File: config.mk
export PLATFORM = sky130hd
export DESIGN_NAME = seg_scan_ctrl
export DESIGN_NICKNAME = d
export VERILOG_FILES = /design/src/rtl/seg_scan_ctrl.sv
export SDC_FILE = /design/constraint.sdc
export NUM_CORES = 1
export LEC_CHECK = 0
export ABC_AREA = 1
export CORE_ASPECT_RATIO = 0.9
export CORE_UTILIZATION = 53
export CTS_CLUSTER_SIZE = 30
export DETAILED_ROUTE_END_ITERATION = 10
export HOLD_SLACK_MARGIN = 0.05
export PLACE_DENSITY = 0.75
export SLEW_MARGIN = 20
export SYNTH_ARGS = -nofsm -noshare
export SYNTH_HDL_FRONTEND = slang
export SYNTH_SLANG_ARGS = --single-unit
File: constraint.sdc
create_clock -name clk -period 2.1 [get_ports clk]
set_input_delay 0.42 -clock clk [delete_from_list [all_inputs] [get_ports clk]]
set_output_delay 0.42 -clock clk [all_outputs]
set_load 0.01 [all_outputs]
File: src/rtl/seg_scan_ctrl.sv
// ---------------------------------------------------------------------------
// seg_scan_ctrl
//
// Time-multiplexed scan controller for an NDIG-digit common-anode 7-segment
// display. One digit is driven at a time: CODE carries that digit's nibble to
// the shared hex-to-7-segment decoder and AN pulls that digit's anode low.
// New display words arrive through a valid/ack style load port. They are
// held in a pending register and only copied into the display register at a
// frame boundary, so a half-updated word is never shown. After every digit
// change all anodes are held off for GUARD cycles to suppress ghosting.
//
// Parameters
//   NDIG   number of digits (2..8)
//   DIV    clock cycles per digit slot (>= GUARD+1)
//   GUARD  dead-time cycles with all anodes off after each digit change
//
// Ports
//   clk    system clock, rising edge
//   rst    synchronous reset, active-high
//   LD     load request (pulse or level)
//   D      display nibbles, D[3:0] is digit 0 (rightmost)
//   BLK    per-digit blank mask captured with LD, 1 = digit dark
//   LZB    leading-zero blanking enable captured with LD
//   CODE   registered nibble for the digit currently selected
//   AN     anode enables, active-low, at most one bit low
//   FRAME  one-cycle pulse in the cycle the scan returns to digit 0
//   ACK    one-cycle pulse when the pending load has been applied
// ---------------------------------------------------------------------------
module seg_scan_ctrl #(
   parameter int NDIG  = 4,
   parameter int DIV   = 50000,
   parameter int GUARD = 2
) (
   input  logic              clk,
   input  logic              rst,
   input  logic              LD,
   input  logic [4*NDIG-1:0] D,
   input  logic [NDIG-1:0]   BLK,
   input  logic              LZB,
   output logic [3:0]        CODE,
   output logic [NDIG-1:0]   AN,
   output logic              FRAME,
   output logic              ACK
);

   localparam int CW = (DIV > 1) ? $clog2(DIV) : 1;
   localparam int IW = $clog2(NDIG);
   localparam int GW = (GUARD > 0) ? $clog2(GUARD + 1) : 1;

   // Scan position and dead-time state
   logic [CW-1:0] cnt;
   logic [IW-1:0] idx;
   logic [IW-1:0] idx_next;
   logic [GW-1:0] guard;

   // Display register (what is being scanned out)
   logic [NDIG-1:0][3:0] disp_nib;
   logic [NDIG-1:0]      disp_blk;
   logic                 disp_lzb;

   // Next value of the display register, including a load applied this cycle
   logic [NDIG-1:0][3:0] disp_nib_next;
   logic [NDIG-1:0]      disp_blk_next;
   logic                 disp_lzb_next;

   // Pending register holding the most recent load not yet displayed
   logic [NDIG-1:0][3:0] pend_nib;
   logic [NDIG-1:0]      pend_blk;
   logic                 pend_lzb;
   logic                 pend;

   logic tick;
   logic wrap;
   logic boundary;
   logic apply;

   logic [NDIG-1:0] lz;
   logic [NDIG-1:0] dark;

   // A digit slot ends when the prescaler reaches its last count; the frame
   // ends when that happens on the most significant digit.
   assign tick     = (cnt == CW'(DIV - 1));
   assign wrap     = (idx == IW'(NDIG - 1));
   assign boundary = tick && wrap;
   assign apply    = boundary && (LD || pend);

   // Digit index for the next cycle; wraps to digit 0 at the frame boundary.
   always_comb begin
      idx_next = idx;
      if (tick) begin
         if (wrap) begin
            idx_next = '0;
         end else begin
            idx_next = idx + 1'b1;
         end
      end
   end

   // Display contents after this clock edge. A load arriving exactly on the
   // boundary goes straight to the display and takes priority over whatever
   // is pending, since it is the most recent write.
   always_comb begin
      disp_nib_next = disp_nib;
      disp_blk_next = disp_blk;
      disp_lzb_next = disp_lzb;
      if (boundary && LD) begin
         disp_nib_next = D;
         disp_blk_next = BLK;
         disp_lzb_next = LZB;
      end else if (boundary && pend) begin
         disp_nib_next = pend_nib;
         disp_blk_next = pend_blk;
         disp_lzb_next = pend_lzb;
      end
   end

   // Leading-zero blanking: walk from the most significant digit downwards
   // while every nibble seen so far is zero. Digit 0 is always kept so that
   // a value of zero still shows a single "0".
   always_comb begin
      logic zero_run;
      zero_run = 1'b1;
      lz       = '0;
      for (int i = NDIG - 1; i >= 0; i--) begin
         zero_run = zero_run && (disp_nib[i] == 4'h0);
         lz[i]    = disp_lzb && (i != 0) && zero_run;
      end
   end

   assign dark = disp_blk | lz;

   // Anode drive: everything off during the dead time, otherwise only the
   // selected digit, and only if it is not blanked.
   always_comb begin
      AN = '1;
      if ((guard == '0) && !dark[idx]) begin
         AN[idx] = 1'b0;
      end
   end

   // Prescaler, digit index, dead-time counter and the registered decoder
   // code. CODE is taken from the post-load display contents so that digit 0
   // already shows a freshly applied word in the slot right after the frame
   // boundary.
   always_ff @(posedge clk) begin
      if (rst) begin
         cnt   <= '0;
         idx   <= '0;
         guard <= GW'(GUARD);
         CODE  <= 4'h0;
      end else begin
         if (tick) begin
            cnt <= '0;
         end else begin
            cnt <= cnt + 1'b1;
         end
         idx  <= idx_next;
         CODE <= disp_nib_next[idx_next];
         if (tick) begin
            guard <= GW'(GUARD);
         end else if (guard != '0) begin
            guard <= guard - 1'b1;
         end
      end
   end

   // Load path: loads between boundaries overwrite the pending register
   // (last write wins); at the boundary the pending word, or a coincident
   // load, is moved into the display and a single ACK follows.
   always_ff @(posedge clk) begin
      if (rst) begin
         disp_nib <= '0;
         disp_blk <= '1;
         disp_lzb <= 1'b0;
         pend_nib <= '0;
         pend_blk <= '1;
         pend_lzb <= 1'b0;
         pend     <= 1'b0;
         FRAME    <= 1'b0;
         ACK      <= 1'b0;
      end else begin
         disp_nib <= disp_nib_next;
         disp_blk <= disp_blk_next;
         disp_lzb <= disp_lzb_next;
         FRAME    <= boundary;
         ACK      <= apply;
         if (boundary) begin
            pend <= 1'b0;
         end else if (LD) begin
            pend     <= 1'b1;
            pend_nib <= D;
            pend_blk <= BLK;
            pend_lzb <= LZB;
         end
      end
   end

endmodule

Word level (Yosys, flattened, before mapping)

Cells that the tools add are included.

Add/sub/neg operators: 3
Magnitude comparators: 3
Equality and inequality tests: 2
Muxes and demuxes: 15
Bitwise gates (word level): 3
Reduce and logical (&&, ||, !) cells: 22

Operators by type and width:

| cell                                                              | count |
|---|---|
| 2-to-1 mux 16 bit                                                 | 2 |
| adder 16 x 1 -> 16 bit, second input constant                     | 1 |
| equality test 16 bit, second input constant                       | 1 |
| 2-to-1 mux 4 bit                                                  | 4 |
| logical NOT 4 bit                                                 | 3 |
| logical AND 1 bit                                                 | 11 |
| binary-select mux 4 bit (select 2 bit)                            | 1 |
| less-than comparator 2 x 3 -> 1 bit, second input constant        | 2 |
| 2-to-1 mux 1 bit                                                  | 4 |
| 2-to-1 mux 2 bit                                                  | 2 |
| NOT 4 bit                                                         | 1 |
| OR 4 bit                                                          | 1 |
| nonzero test 2 bit                                                | 2 |
| OR reduction 2 bit                                                | 2 |
| adder 2 x 1 -> 2 bit, second input constant                       | 1 |
| binary-select mux 1 bit (select 2 bit)                            | 1 |
| demux 1 bit (select 2 bit)                                        | 1 |
| equality test 2 bit, second input constant                        | 1 |
| greater-or-equal comparator 2 x 1 -> 1 bit, second input constant | 1 |
| logical NOT 2 bit                                                 | 1 |
| AND reduction 2 bit                                               | 1 |
| subtractor 2 x 1 -> 2 bit, second input constant                  | 1 |
| logical NOT 1 bit                                                 | 1 |
| logical OR 1 bit                                                  | 1 |
| NOT 1 bit                                                         | 1 |

Register bits: 69
Bits of input ports: 24
Output and inout port bits: 10
Word-level logic and storage cells: 67

Longest topological paths before layout

Depth after elaboration: 10
Mapped depth: 13
Gate-level depth less buffers: 13

Worst setup path after synthesis

Ideal clock, no wire load.

Path kind: register to register
Start: reg cnt[0]
End: reg CODE[0]
Setup time: 0.132 ns
Arrival: 1.572 ns
Required time: 1.968 ns
Slack: 0.396 ns
Cell stages (with the launch flop): 12
Buffers on the path: 1
Clock period less this slack: 1.704 ns
Cell sequence: dfxtp_1 -> ha_1 -> nand3_1 -> nor2_4 -> nand2_4 -> nor2_8 -> nand2_4 -> buf_6 -> nand3_1 -> nand3_1 -> nand3_1 -> a21oi_1

Longest elaborated chain between the ends: 7
Elaborated cells on any way between the ends: 9
Classes of those cells: 1 x eq/ne; 5 x mux; 3 x reduce/logical

Ends and longest elaborated chain:

| item                                     | line | text |
|---|---|---|
| from (decl)                              | 51   | `logic [CW-1:0] cnt;` |
| from (signal assigned)                   | 155  | `cnt <= cnt + 1'b1;` |
| equality test 16 bit *                   | 82   | `assign tick = (cnt == CW'(DIV - 1));` |
| logical AND 1 bit                        | 84   | `assign boundary = tick && wrap;` |
| logical AND 1 bit                        | 110  | `end else if (boundary && pend) begin` |
| 2-to-1 mux 16 bit                        | 110  |  |
| 2-to-1 mux 16 bit                        | 106  | `if (boundary && LD) begin` |
| binary-select mux 4 bit (select 2 bit) * | 158  | `CODE <= disp_nib_next[idx_next];` |
| 2-to-1 mux 4 bit (not written as such) * | 158  |  |
| to (signal assigned)                     | 158  |  |
| to (decl)                                | 40   | `output logic [3:0] CODE,` |

Mark *: on every way between the ends. The rest lies on a longest branch, timed or not. The select of a mux whose other input is x is not followed.
A chain may end at the register's enable or synchronous reset.

Worst setup path after layout

Start: reg disp_nib[12] (netlist bit)
End: out AN[0]

Longest elaborated chain between the ends: 10
Elaborated cells on any way between the ends: 12
Classes of those cells: 3 x mux; 1 x bitwise; 8 x reduce/logical

Ends and longest elaborated chain:

| item                                     | line | text |
|---|---|---|
| from (decl)                              | 57   | `logic [NDIG-1:0][3:0] disp_nib;` |
| from (signal assigned)                   | 182  | `disp_nib <= disp_nib_next;` |
| logical NOT 4 bit *                      | 125  | `zero_run = zero_run && (disp_nib[i] == 4'h0);` |
| logical AND 1 bit (2 in a row)           | 125  |  |
| logical AND 1 bit                        | 126  | `lz[i] = disp_lzb && (i != 0) && zero_run;` |
| OR 4 bit *                               | 130  | `assign dark = disp_blk \| lz;` |
| binary-select mux 1 bit (select 2 bit) * | 136  | `if ((guard == '0) && !dark[idx]) begin` |
| 2-to-1 mux 1 bit (not written as such) * | 136  |  |
| logical NOT 1 bit *                      | 136  |  |
| logical AND 1 bit *                      | 136  |  |
| 2-to-1 mux 4 bit *                       | 136  |  |
| to (decl)                                | 41   | `output logic [NDIG-1:0] AN,` |

Marks and branches as above.

==> summary.txt <==
Outcome
  – Run status: finished clean

Critical path
  – Worst path slowest cell: dfxtp_2
  – Worst Path Arrival: 1.68 ns
  – WP buf/inv: 2
  – Crit Path Max Fanout: 4
  – Family with the most delay on the worst path: simple AND/OR/NAND/NOR gates
  – Crit end category: output port
  – CP startpoint kind: flip-flop
  – Worst path max stage delay: 0.32 ns
  – Cell Chain, Critical Path: inv_2 -> nand3_4 -> nor3_4 -> nand3_2 -> a21oi_2 -> o31ai_1 -> nand2_1 -> a21oi_2 -> nand2_1 -> buf_2
  – Critical path class: flip-flop to output port
  – CP Data Required Time: 1.68 ns

Floorplan
  – Die height: 77.7 um
  – # rows: 27
  – Die outline width: 86.1 um
  – Starting density of the core: 55.1%
  – I/O pin cnt: 34
  – Core Area: 6110 um2
  – DIE AREA: 6680 um2

Power and ir drop
  – Internal power: 2.17 mW
  – Maximum vdd drop: 0.000524 V
  – Gate power share: 8.2%
  – Switching power: 0.674 mW
  – Leak: 1.77 nW
  – Switching share of power: 23.7%
  – Power density over the cells: 678 nW/um2
  – Reg power frac: 48.9%
  – Clock power share: 42.9%

Finish
  – Final instance area: 4200 um2
  – Share of layout cells above drive strength 1: 17.5%
  – Number of diodes: 0
  – Nets: 551
  – Fillers: 517
  – Area Overhead vs Synth: 24.5%

Routing
  – Post-DR vias/cell: 5.30
  – WL/cell: 13.6 um
  – Final wirelength: 8350 um
  – Initial drt markers: 235
  – Vias: 3247
  – DRT antenna net count: 0
  – DRC: 0
  – Drt first pass iters: 5

Yosys
  – Seq/Total Area, Yosys: 41.0%
  – Post-Syn Area: 3370 um2
  – FFs w/ async S/R, synth: 0%
  – Synth area leaders: dfxtp_1 41%, nand2_1 9.5%, nand3_1 8.8%, a21oi_1 6.5%, inv_1 6.5%
  – Cells after Synth: 468
  – Yosys top cell area share: 41.0%
  – Post-synth EDFFs: 0
  – Area leader, netlist: dfxtp_1
  – Netlist cell types: 37
  – Top_reg_cell synth: dfxtp_1
  – Syn_nets: 498
  – Syn avg cell area: 7.20 um2
  – Top-count cell post-synth: nand2_1
  – Synth cell count leaders: 85 x nand2_1, 69 x dfxtp_1, 59 x nand3_1, 58 x inv_1, 49 x nor2_1
  – Synth warn: 0
  – Count of state elements after synthesis: 69

Timing
  – Final period util: 100%
  – TNS Setup: 0 ns
  – Endpoints failing hold: 0
  – Fmax: 476 MHz
  – Max-slew headroom: 67.3%
  – Worst-margin pin slew: 0.490 ns
  – Clock Skew: 0.00999 ns
  – Fin crit period: 2.10 ns
  – Unrepaired setup endpoints after global routing: yes
  – Final Setup Violations: 0
  – Slew Limit Fails: 0

Clocking
  – CTS sink cnt: 69
  – TritonCTS clock tree: built
  – Max Buffers Root-to-Sink: 2
  – Hold_buf cts: 0
  – Clock root buffer: clkbuf_8
  – Worst-skew pair later-pin latency: 0.36 ns
  – Worst-path clk slew: 0.07 ns
  – CTS Buf Count: 9
  – # H-tree levels: 3

Global route
  – Initial antenna violation count: 0
  – First-pass GRT wire length: 13800 um
  – Vias in the first global route: 3025
  – Largest net degree at the start of global routing: 26
  – Overflow after GRT: 0
  – Gr usage total: 26.7%

Hold path
  – Worst hold path class: flip-flop to flip-flop

Placement
  – Number of I/O port buffers: 33
  – DP HPWL: 5860 um
  – Cell area after placement: 3830 um2
  – GP Congestion: 0.895

Job
  – Max Cap Viol: 0
[tightest hold or removal path: cells and delay by family, from the launching register on]
kind	cells	cell delay (ns)
compound gates	1	0.06
buf+inv	1	0.06
flops	1	0.30
[placed cells by master (no fill, tap or decap), types with 2 or more instances in the layout]
cell type / netlist / routed
inv_1: 58 / 54
clkinv_4: 1 / 2
nand3_2: 6 / 8
a21oi_1: 44 / 42
clkinvlp_4: 0 / 3
dfxtp_1: 69 / 66
dfxtp_2: 0 / 3
clkdlybuf4s50_1: 0 / 29
nor3_1: 4 / 2
ha_1: 6 / 5
buf_2: 3 / 4
nor2_4: 3 / 5
nand2_2: 4 / 6
nand2_4: 2 / 3
nor3_2: 2 / 3
nand2_1: 85 / 82
buf_4: 2 / 22
o21ai_1: 2 / 2
nor2_1: 49 / 49
nand3b_1: 3 / 3
inv_2: 1 / 3
clkbuf_8: 0 / 10
nand3_1: 59 / 56
o21ai_0: 25 / 25
clkinv_2: 1 / 3
nand4_1: 7 / 7
o21a_1: 2 / 2
a21oi_2: 0 / 2
bufinv_16: 0 / 2
o211ai_2: 2 / 2
nor3b_1: 3 / 3
clkinv_1: 2 / 2
nor2_2: 6 / 4
[layer usage]
| layer | part of all wire [%] | global-route usage [%] | up-vias |
|---|---|---|---|
| met5 | 0 | 0 | - |
| met2 | 44 | 41.3 | 100 |
| li1 | - | - | 1633 |
| met1 | 48 | 35.7 | 1496 |
| met4 | 2.0 | 12.3 | 0 |
| met3 | 6.1 | 5.32 | 18 |
[sequential cells by signal, indices dropped and copies added, names as in the netlist]
register  count
pend          1
FRAME         1
disp_lzb      1
guard         2
idx           2
pend_nib     16
ACK           1
disp_blk      4
pend_lzb      1
disp_nib     16
cnt          16
pend_blk      4
CODE          4
[repair_timing]
action | CTS | global route
buffers inserted | 1 | 9
gates resized for setup | 25 | 14
setup endpoints to repair | 4 | 14
pin swaps | 6 | 5
[power by group through the flow]
stage,clock (mW),combinational [mW],sequential (mW)
after floorplan,0,0.138,1.41
after global placement,0,0.211,1.42
final,1.22,0.232,1.39
after CTS,1.24,0.223,1.39
after global routing,1.29,0.265,1.40
after detailed placement,0,0.220,1.42
[cell type report]
| cell class | count | area (um2) | area share, % |
|---|---|---|---|
| inverter | 63 | 250 | 5.96 |
| multi-input combinational | 322 | 1730 | 41.3 |
| timing repair buffer | 56 | 495 | 11.8 |
| sequential | 69 | 1390 | 33.0 |
| tap | 87 | 109 | 2.59 |
| clock buffer | 10 | 138 | 3.28 |
| clock inverter | 6 | 86.3 | 2.06 |
[through the flow]
step	total power [mW]	hold WS, ns	worst slack (ns)	util (%)	std cells
after global placement	1.63	0.431	-0.0238	62.7	587
after floorplan	1.55	0.418	0.396	-	468
after global routing	2.96	0.473	-0.109	68.6	613
after CTS	2.85	0.456	-0.0499	66.6	604
final	2.84	0.457	0.0000155	68.6	613
after detailed placement	1.64	0.444	-0.114	62.7	587
[cells by family after synthesis]
kind of cell	Yosys count	synth area share [%]
fa+ha+maj	6	2.23
flops	69	41.0
simple gates	237	34.4
compound gates	78	12.4
buf+inv	77	9.76
xor+xnor	1	0.260
[path summary, 6_finish.rpt]
path	depth (start not counted)	end	slack [ns]	start
worst max-delay path	10	AN[0]	0.00002	disp_nib[12]
worst min register to register	2	pend_nib[5]	0.46	pend_nib[5]
worst max register to register	11	CODE[0]	0.14	cnt[0]
worst min-delay path	2	pend_nib[5]	0.46	pend_nib[5]
No activity file was read; power rests on OpenSTA's default activity.
